`src/rtl/ps2_pkg.sv`:
```
// rtl/ps2_pkg.sv - shared receiver state, prefix codes and key event type for the PS/2 keyboard receiver
package ps2_pkg;

    typedef enum logic [1:0] {
        ST_IDLE,
        ST_DATA,
        ST_PARITY,
        ST_STOP
    } rx_state_t;

    localparam logic [7:0] PS2_EXT = 8'hE0;
    localparam logic [7:0] PS2_REL = 8'hF0;

    typedef struct packed {
        logic [7:0] code;
        logic       ext;
        logic       rel;
    } key_evt_t;

endpackage

```
`src/rtl/ps2_evt_fifo.sv`:
```
// rtl/ps2_evt_fifo.sv - show-ahead key event FIFO with registered head and overflow pulse
module ps2_evt_fifo
    import ps2_pkg::*;
#(
    parameter int FIFO_BITS = 2
) (
    input  logic     clk_sys,
    input  logic     reset,
    input  logic     wr_en,
    input  key_evt_t wr_data,
    input  logic     rd_ready,
    output logic     rd_valid,
    output key_evt_t rd_data,
    output logic     overflow
);

    localparam int DEPTH = 1 << FIFO_BITS;
    localparam logic [FIFO_BITS:0] FULL_CNT = {1'b1, {FIFO_BITS{1'b0}}};
    localparam logic [FIFO_BITS:0] ONE_CNT  = (FIFO_BITS + 1)'(1);

    key_evt_t               mem [DEPTH];
    logic [FIFO_BITS-1:0]   wr_ptr;
    logic [FIFO_BITS-1:0]   rd_ptr;
    logic [FIFO_BITS-1:0]   rd_ptr_nxt;
    logic [FIFO_BITS:0]     count;
    logic [FIFO_BITS:0]     count_nxt;
    logic                   full;
    logic                   do_pop;
    logic                   do_wr;
    key_evt_t               head_nxt;

    assign full       = (count == FULL_CNT);
    assign do_pop     = rd_valid & rd_ready;
    assign do_wr      = wr_en & (~full | do_pop);
    assign rd_ptr_nxt = rd_ptr + 1'b1;

    // Head is registered, so the next head is chosen one cycle ahead:
    // a write into an empty (or emptying) FIFO bypasses the memory.
    always_comb begin
        count_nxt = count;
        if (do_wr && !do_pop)
            count_nxt = count + 1'b1;
        else if (do_pop && !do_wr)
            count_nxt = count - 1'b1;

        head_nxt = rd_data;
        if (do_wr && (count == '0 || (do_pop && count == ONE_CNT)))
            head_nxt = wr_data;
        else if (do_pop)
            head_nxt = mem[rd_ptr_nxt];
    end

    always_ff @(posedge clk_sys) begin
        if (do_wr)
            mem[wr_ptr] <= wr_data;
    end

    always_ff @(posedge clk_sys) begin
        if (reset) begin
            wr_ptr   <= '0;
            rd_ptr   <= '0;
            count    <= '0;
            rd_valid <= 1'b0;
            rd_data  <= '0;
            overflow <= 1'b0;
        end else begin
            if (do_wr)
                wr_ptr <= wr_ptr + 1'b1;
            if (do_pop)
                rd_ptr <= rd_ptr_nxt;
            count    <= count_nxt;
            rd_valid <= (count_nxt != '0);
            rd_data  <= head_nxt;
            overflow <= wr_en & full & ~do_pop;
        end
    end

endmodule

```
`src/rtl/ps2_kbd_rx.sv`:
```
// rtl/ps2_kbd_rx.sv - PS/2 keyboard frame receiver, E0/F0 prefix decoder and event queue
// Parity checking is enabled by defining PS2_KBD_RX_PARITY_CHK_EN.
module ps2_kbd_rx
    import ps2_pkg::*;
#(
    parameter int TIMEOUT_CYC = 16384,
    parameter int FIFO_BITS   = 2
) (
    input  logic       clk_sys,
    input  logic       reset,
    input  logic       ps2_clk,
    input  logic       ps2_data,
    output logic       key_valid,
    input  logic       key_ready,
    output logic [7:0] key_code,
    output logic       key_ext,
    output logic       key_release,
    output logic       frame_err,
    output logic       overflow
);

    localparam int TO_W = $clog2(TIMEOUT_CYC + 1);
    localparam logic [TO_W-1:0] TO_LAST = TO_W'(TIMEOUT_CYC - 1);

    logic [1:0]      clk_sync;
    logic [1:0]      data_sync;
    logic            clk_prev;
    rx_state_t       state;
    logic [2:0]      bit_cnt;
    logic [7:0]      shreg;
    logic            ext_flag;
    logic            rel_flag;
    logic [TO_W-1:0] to_cnt;
    key_evt_t        evt;
    logic            evt_wr;
    key_evt_t        head;
    logic            fall;
    logic            bit_in;
    logic            timeout;
    logic            stop_bad;

    assign fall    = clk_prev & ~clk_sync[1];
    assign bit_in  = data_sync[1];
    assign timeout = (state != ST_IDLE) && !fall && (to_cnt == TO_LAST);

`ifdef PS2_KBD_RX_PARITY_CHK_EN
    logic par_acc;
    logic par_err;
    assign stop_bad = ~bit_in | par_err;
`else
    assign stop_bad = ~bit_in;
`endif

    always_ff @(posedge clk_sys) begin
        if (reset) begin
            clk_sync  <= 2'b11;
            data_sync <= 2'b11;
            clk_prev  <= 1'b1;
            state     <= ST_IDLE;
            bit_cnt   <= '0;
            shreg     <= '0;
            ext_flag  <= 1'b0;
            rel_flag  <= 1'b0;
            to_cnt    <= '0;
            evt       <= '0;
            evt_wr    <= 1'b0;
            frame_err <= 1'b0;
`ifdef PS2_KBD_RX_PARITY_CHK_EN
            par_acc   <= 1'b1;
            par_err   <= 1'b0;
`endif
        end else begin
            clk_sync  <= {clk_sync[0], ps2_clk};
            data_sync <= {data_sync[0], ps2_data};
            clk_prev  <= clk_sync[1];
            evt_wr    <= 1'b0;
            frame_err <= 1'b0;
            to_cnt    <= (state == ST_IDLE || fall) ? '0 : to_cnt + 1'b1;

            if (timeout) begin
                state    <= ST_IDLE;
                frame_err <= 1'b1;
                ext_flag <= 1'b0;
                rel_flag <= 1'b0;
            end else if (fall) begin
                case (state)
                    ST_IDLE: begin
                        if (!bit_in) begin
                            state   <= ST_DATA;
                            bit_cnt <= '0;
`ifdef PS2_KBD_RX_PARITY_CHK_EN
                            par_acc <= 1'b1;
`endif
                        end
                    end
                    ST_DATA: begin
                        shreg   <= {bit_in, shreg[7:1]};
                        bit_cnt <= bit_cnt + 1'b1;
`ifdef PS2_KBD_RX_PARITY_CHK_EN
                        par_acc <= par_acc ^ bit_in;
`endif
                        if (bit_cnt == 3'd7)
                            state <= ST_PARITY;
                    end
                    ST_PARITY: begin
`ifdef PS2_KBD_RX_PARITY_CHK_EN
                        // accumulator seeded with 1, so odd parity leaves it equal to the parity bit
                        par_err <= par_acc ^ bit_in;
`endif
                        state <= ST_STOP;
                    end
                    ST_STOP: begin
                        state <= ST_IDLE;
                        if (stop_bad) begin
                            frame_err <= 1'b1;
                            ext_flag  <= 1'b0;
                            rel_flag  <= 1'b0;
                        end else if (shreg == PS2_EXT) begin
                            ext_flag <= 1'b1;
                        end else if (shreg == PS2_REL) begin
                            rel_flag <= 1'b1;
                        end else begin
                            evt_wr   <= 1'b1;
                            evt      <= '{code: shreg, ext: ext_flag, rel: rel_flag};
                            ext_flag <= 1'b0;
                            rel_flag <= 1'b0;
                        end
                    end
                    default: state <= ST_IDLE;
                endcase
            end
        end
    end

    ps2_evt_fifo #(
        .FIFO_BITS (FIFO_BITS)
    ) u_fifo (
        .clk_sys  (clk_sys),
        .reset    (reset),
        .wr_en    (evt_wr),
        .wr_data  (evt),
        .rd_ready (key_ready),
        .rd_valid (key_valid),
        .rd_data  (head),
        .overflow (overflow)
    );

    assign key_code    = head.code;
    assign key_ext     = head.ext;
    assign key_release = head.rel;

endmodule
```
`config.mk`:
```
export PLATFORM = sky130hd
export DESIGN_NAME = ps2_kbd_rx
export DESIGN_NICKNAME = d
export VERILOG_FILES = /design/src/rtl/ps2_pkg.sv /design/src/rtl/ps2_evt_fifo.sv /design/src/rtl/ps2_kbd_rx.sv
export SDC_FILE = /design/constraint.sdc
export NUM_CORES = 1
export LEC_CHECK = 0
export ABC_AREA = 1
export ABC_CLOCK_PERIOD_IN_PS = 3200
export CORE_MARGIN = 5
export CORE_UTILIZATION = 65
export DETAILED_ROUTE_END_ITERATION = 16
export PLACE_DENSITY = 0.84
export SETUP_SLACK_MARGIN = 0.15
export SYNTH_ARGS = -nofsm -noshare
export SYNTH_HDL_FRONTEND = slang
export SYNTH_SLANG_ARGS = --single-unit
```
`constraint.sdc`:
```
create_clock -name clk_sys -period 3.2 [get_ports clk_sys]
set_input_delay 0.48 -clock clk_sys [delete_from_list [all_inputs] [get_ports clk_sys]]
set_output_delay 0.48 -clock clk_sys [all_outputs]
set_load 0.02 [all_outputs]
```
=== Word-level counts from Yosys, hierarchy flattened ===
Memory sizes are Yosys's and may differ from the RTL's.
Cells that the tools add are included.

* Bitwise logic cells: 15
* Equality and inequality tests: 13
* Reduce and logical (&&, ||, !) cells: 26
* Add/subtract/negate cells: 6
* Multiplexer cells: 22

{| class="wikitable"
|+ Operators with widths
! kind !! count
|-
| $mux W10 || 2
|-
| $eq A8 B8 Y1 const B || 2
|-
| $add A15 B1 Y15 const B || 1
|-
| $eq A15 B14 Y1 const B || 1
|-
| $mux W1 || 13
|-
| $reduce_and A3 Y1 || 4
|-
| $mux W3 || 3
|-
| $not A1 Y1 || 9
|-
| $pmux W2 S4 || 1
|-
| $add A3 B1 Y3 const B || 2
|-
| $eq A3 B3 Y1 const B || 2
|-
| $logic_and A1 B1 Y1 || 6
|-
| $ne A2 B2 Y1 const B || 3
|-
| $pmux W3 S2 || 1
|-
| $reduce_and A6 Y1 || 1
|-
| $reduce_bool A2 Y1 || 3
|-
| $reduce_or A6 Y1 || 1
|-
| $and A1 B1 Y1 || 5
|-
| $add A2 B1 Y2 const B || 2
|-
| $eq A2 B2 Y1 const B || 2
|-
| $mux W2 || 2
|-
| $reduce_and A4 Y1 || 1
|-
| $reduce_or A2 Y1 || 2
|-
| $eq A3 B1 Y1 const B || 1
|-
| 9 further kinds || 12
|}

* RAM bits: 40
* Input port bits: 5
* Memories kept: 1
* Output and inout port bits: 13
* Register bits after elaboration: 66
* Logic and storage cells: 105

{| class="wikitable"
|+ Memory list
! memory !! depth !! width !! read ports !! clocked after Yosys merged registers in !! wr ports !! RTL line !! text
|-
| u_fifo.mem || 4 || 10 || 1 || 0 || 1 || ps2_evt_fifo.sv:21 || <nowiki>key_evt_t mem [DEPTH];</nowiki>
|}

=== Depth between registers and ports, before layout ===
* Depth after elaboration: 9
* Depth in mapped cells: 11
* Gate-level depth less buffers: 9

=== By module ===
Synthesis repeated with hierarchy kept, for this count alone.

* Cell total of the unflattened synthesis: 586
* Area, all modules: 4877.2 um^2

{| class="wikitable"
|+ By module, submodules not included
! module !! cells an instance !! seq. area each (um^2) !! instances !! area each (um^2)
|-
| ps2_evt_fifo || 302 || 1581.5 || 1 || 2728.9
|-
| ps2_kbd_rx || 284 || 940.9 || 1 || 2148.3
|}

=== Worst setup path after synthesis ===
No wires, ideal clock.

* Path kind: reg-to-reg
* From: reg u_fifo.count[0]
* To: mem u_fifo.mem[0][0] (netlist bit) (enable)
* Stages on the path, launching flop included: 6
* Data required time: 2.824 ns
* Path buffers: 0
* Period minus slack after synthesis: 1.724 ns
* Library setup time: 0.376 ns
* Setup slack: 1.476 ns
* Arrival time: 1.348 ns
* Cells stage by stage: dfxtp_1 inv_1 ha_1 nand3_1 nand2_1 nor2_1

* Cells in the longest elaborated chain, start to end: 6

{| class="wikitable"
|+ Ends and longest elaborated chain
! element !! RTL line !! text
|-
| from (decl) || ps2_evt_fifo.sv:25 || <nowiki>logic [FIFO_BITS:0] count;</nowiki>
|-
| from (signal assigned) || ps2_evt_fifo.sv:71 || <nowiki>count <= count_nxt;</nowiki>
|-
| $eq A3 B3 Y1 || ps2_evt_fifo.sv:32 || <nowiki>assign full = (count == FULL_CNT);</nowiki>
|-
| $not A1 Y1 || ps2_evt_fifo.sv:34 || <nowiki>assign do_wr = wr_en & (~full | do_pop);</nowiki>
|-
| $or A1 B1 Y1 || ps2_evt_fifo.sv:34 ||
|-
| $and A1 B1 Y1 || ps2_evt_fifo.sv:34 ||
|-
| $mux W1 || ps2_evt_fifo.sv:54 || <nowiki>if (do_wr)</nowiki>
|-
| $mux W1 (not written as such) || ps2_evt_fifo.sv:55 || <nowiki>mem[wr_ptr] <= wr_data;</nowiki>
|-
| to (decl) || ps2_evt_fifo.sv:21 ||
|}

No other way between the ends.

=== Worst setup path in the final report ===
* From: in key_ready
* To: mem u_fifo.mem[2][2] (netlist bit) (enable)

* Cells in the longest elaborated chain, start to end: 5

{| class="wikitable"
|+ Ends and longest elaborated chain
! element !! RTL line !! text
|-
| from (decl) || ps2_kbd_rx.sv:14 || <nowiki>input logic key_ready,</nowiki>
|-
| $and A1 B1 Y1 || ps2_evt_fifo.sv:33 || <nowiki>assign do_pop = rd_valid & rd_ready;</nowiki>
|-
| $or A1 B1 Y1 || ps2_evt_fifo.sv:34 ||
|-
| $and A1 B1 Y1 || ps2_evt_fifo.sv:34 ||
|-
| $mux W1 || ps2_evt_fifo.sv:54 ||
|-
| $mux W1 (not written as such) || ps2_evt_fifo.sv:55 ||
|}

No other way between the ends.

==> impl_metrics.env <==
export IMPL_antenna_left=0
export IMPL_synth_top_area_cell="dfxtp_1"
export IMPL_fmax_ghz=0.451
export IMPL_utilization_pct=72.0
export IMPL_dp_cells=678
export IMPL_drive_gt1_share_pct=9.92
export IMPL_peakVddDrop_v=0.000262
export IMPL_hp_class="reg -> reg"
export IMPL_crit_path_end_kind="register"
export IMPL_dr_pass1_iters=5
export IMPL_max_clock_path_buffers=2
export IMPL_syn_num_nets=594
export IMPL_cts_buffers=9
export IMPL_antenna_found_initial=0
export IMPL_arrival_ns=2.21
export IMPL_syn_area_per_cell_sq_um=8.41
export IMPL_cts_root_buf="clkbuf_8"
export IMPL_cts_resized=0
export IMPL_cap_viol_max_count=0
export IMPL_ys_warnings_count=0
export IMPL_cts_tree="built"
export IMPL_synthTopCellsByCount="161 x nand2_1, 66 x dfxtp_1, 62 x nor2_1"
export IMPL_grt_max_degree=34
export IMPL_vias=3658
export IMPL_h_tree_depth=3
export IMPL_grt_util_all_layers_pct=22.3
export IMPL_slew_viol_final=0
export IMPL_dieWidth_microns=96.2
export IMPL_start_kind="input pin"
export IMPL_synth_top_area_share_pct=27.4
export IMPL_syn_cell_area_sq_um=4830
export IMPL_cts_sinks=106
export IMPL_wire_per_inst_microns=13.6
export IMPL_finalNonFillerCells=694
export IMPL_critical_path_required_ns=3.19
export IMPL_p_per_area_nw_per_um2=548
export IMPL_die_area_sq_um=9250
export IMPL_skew_ns=0.00958
export IMPL_power_leakage_nw=2.10
export IMPL_drc=0
export IMPL_critical_path_class="in -> reg"
export IMPL_setup_tns_ns=0
export IMPL_grt_overflow=0
export IMPL_ys_types=34
export IMPL_fin_nets=610
export IMPL_area_delta_synth_final_pct=8.16
export IMPL_drt_iter0_markers=262
export IMPL_start_util_pct=66.6
export IMPL_async_reset_ff_share_pct=0
export IMPL_status="complete, no violations"
export IMPL_dpl_cell_area_sq_um=5020
export IMPL_coreArea_sq_um=7250
export IMPL_critPathMaxFanout=18
export IMPL_synth_ff_latch_count=106
export IMPL_antenna_cells=0
export IMPL_routed_wl_mm=9.45
export IMPL_io_pins=18
export IMPL_yosys_top_cells_area="dfxtp_1 27%, edfxtp_1 25%, nand2_1 13%"
export IMPL_clk_latency_ns=0.36
export IMPL_synth_edf_count=40
export IMPL_hold_buffers=0
export IMPL_fin_area_sq_um=5220
export IMPL_hold_violations=0
export IMPL_post_route_period_util_pct=69.2
export IMPL_yosysMostFrequentCell="nand2_1"
export IMPL_syn_inst=574
export IMPL_setup_viol=0
export IMPL_period_minus_slack_ns=2.22
export IMPL_rows=31
export IMPL_die_y_microns=96.2
export IMPL_tightest_slew_ns=0.824
export IMPL_timing_hold_ws_ns=0.415
export IMPL_rsz0062_at_grt="false"
export IMPL_hpwl_mm=6.87
export IMPL_max_slew_margin_pct=44.9
export IMPL_ys_seq_area_share_pct=52.3
export IMPL_synth_ff_type="dfxtp_1"
export IMPL_path_clk_slew_ns=0.09
export IMPL_place_gp_congestion=0.846
export IMPL_grt_pass1_vias=3484
export IMPL_avgViaCountPerCell=5.27
export IMPL_grt_pass1_wl_mm=15.8
export IMPL_cts_setup_buffers=0
export IMPL_portBuffers=17
[stage by stage]
step	worst slack, ns	total power, W
after floorplan	1.48	0.00193
after global placement	0.707	0.00204
after detailed placement	0.614	0.00206
after CTS	1.01	0.00288
after global routing	0.865	0.00301
final	0.985	0.00286
[sequential cells by signal (all words and copies together) (netlist names)]
register	count
u_fifo.mem	40
clk_prev	1
frame_err	1
bit_cnt	3
data_sync	2
evt	10
u_fifo.overflow	1
clk_sync	2
ext_flag	1
u_fifo.rd_ptr	2
state	2
u_fifo.count	3
shreg	8
to_cnt	15
u_fifo.rd_valid	1
evt_wr	1
rel_flag	1
u_fifo.wr_ptr	2
u_fifo.rd_data	10
[final timing paths]
| check | from | end | slack (ns) | cells past startpoint |
|---|---|---|---|---|
| setup / recovery | key_ready | u_fifo.mem[2][2]$_DFFE_PP_ | 0.98 | 5 |
| hold / removal | clk_sync[0]$_SDFF_PP1_ | clk_sync[1]$_SDFF_PP1_ | 0.42 | 1 |
| hold reg to reg | clk_sync[0]$_SDFF_PP1_ | clk_sync[1]$_SDFF_PP1_ | 0.42 | 1 |
| setup reg to reg | u_fifo.count[0]$_SDFF_PP0_ | u_fifo.mem[2][2]$_DFFE_PP_ | 1.12 | 5 |
[cell type report]
class | instances | area, sq um
sequential | 106 | 2520
inverter | 63 | 241
multi-input combinational | 390 | 1940
clock buffer | 11 | 153
tap | 99 | 124
clock inverter | 5 | 51.3
timing repair buffer | 20 | 193
fill | 557 | 2030
[cells in the final DEF, fill, tap and decap left out, types with 3 or more instances in the layout]
master,n
nand3_1,54
nor2_2,6
a21oi_1,25
nor2_4,4
xor2_1,5
dfxtp_1,66
or2_2,4
clkdlybuf4s50_1,17
nor3_1,5
nor2_1,62
ha_1,15
edfxtp_1,40
buf_4,3
inv_2,3
nand2_2,15
o21ai_0,18
clkbuf_8,9
nand2_1,161
inv_1,58
[worst max-delay path, cell delays in order]
cell and delay, ns:
clkdlybuf4s50_1 0.49, nand2_2 0.22, nand3_1 0.16, nand2_1 0.17, nor2_1 0.68
[routing by layer]
metal	GRT usage [%]	part of all wire [%]
met5	0	0
met1	27.1	43
met2	37.9	49
met4	12.4	3.2
met3	3.13	4.4
[power by group]
group	internal (W)	total, W	leakage [nW]	switching, W
sequential	0.00144	0.00149	0.857	0.0000545
combinational	0.000203	0.000544	1.14	0.000341
clock	0.000404	0.000826	0.102	0.000422
total	0.00204	0.00286	2.10	0.000817
[kinds of logic after synthesis]
| logic type | synth area share, % |
|---|---|
| AND/OR/NAND/NOR | 29.2 |
| AO/OA/AOI/OAI | 6.12 |
| adder cells (fa/ha/maj) | 3.89 |
| flip-flops | 52.3 |
| buffers and inverters | 7.62 |
| XOR/XNOR | 0.907 |
Power figures use the tool's default switching activity.
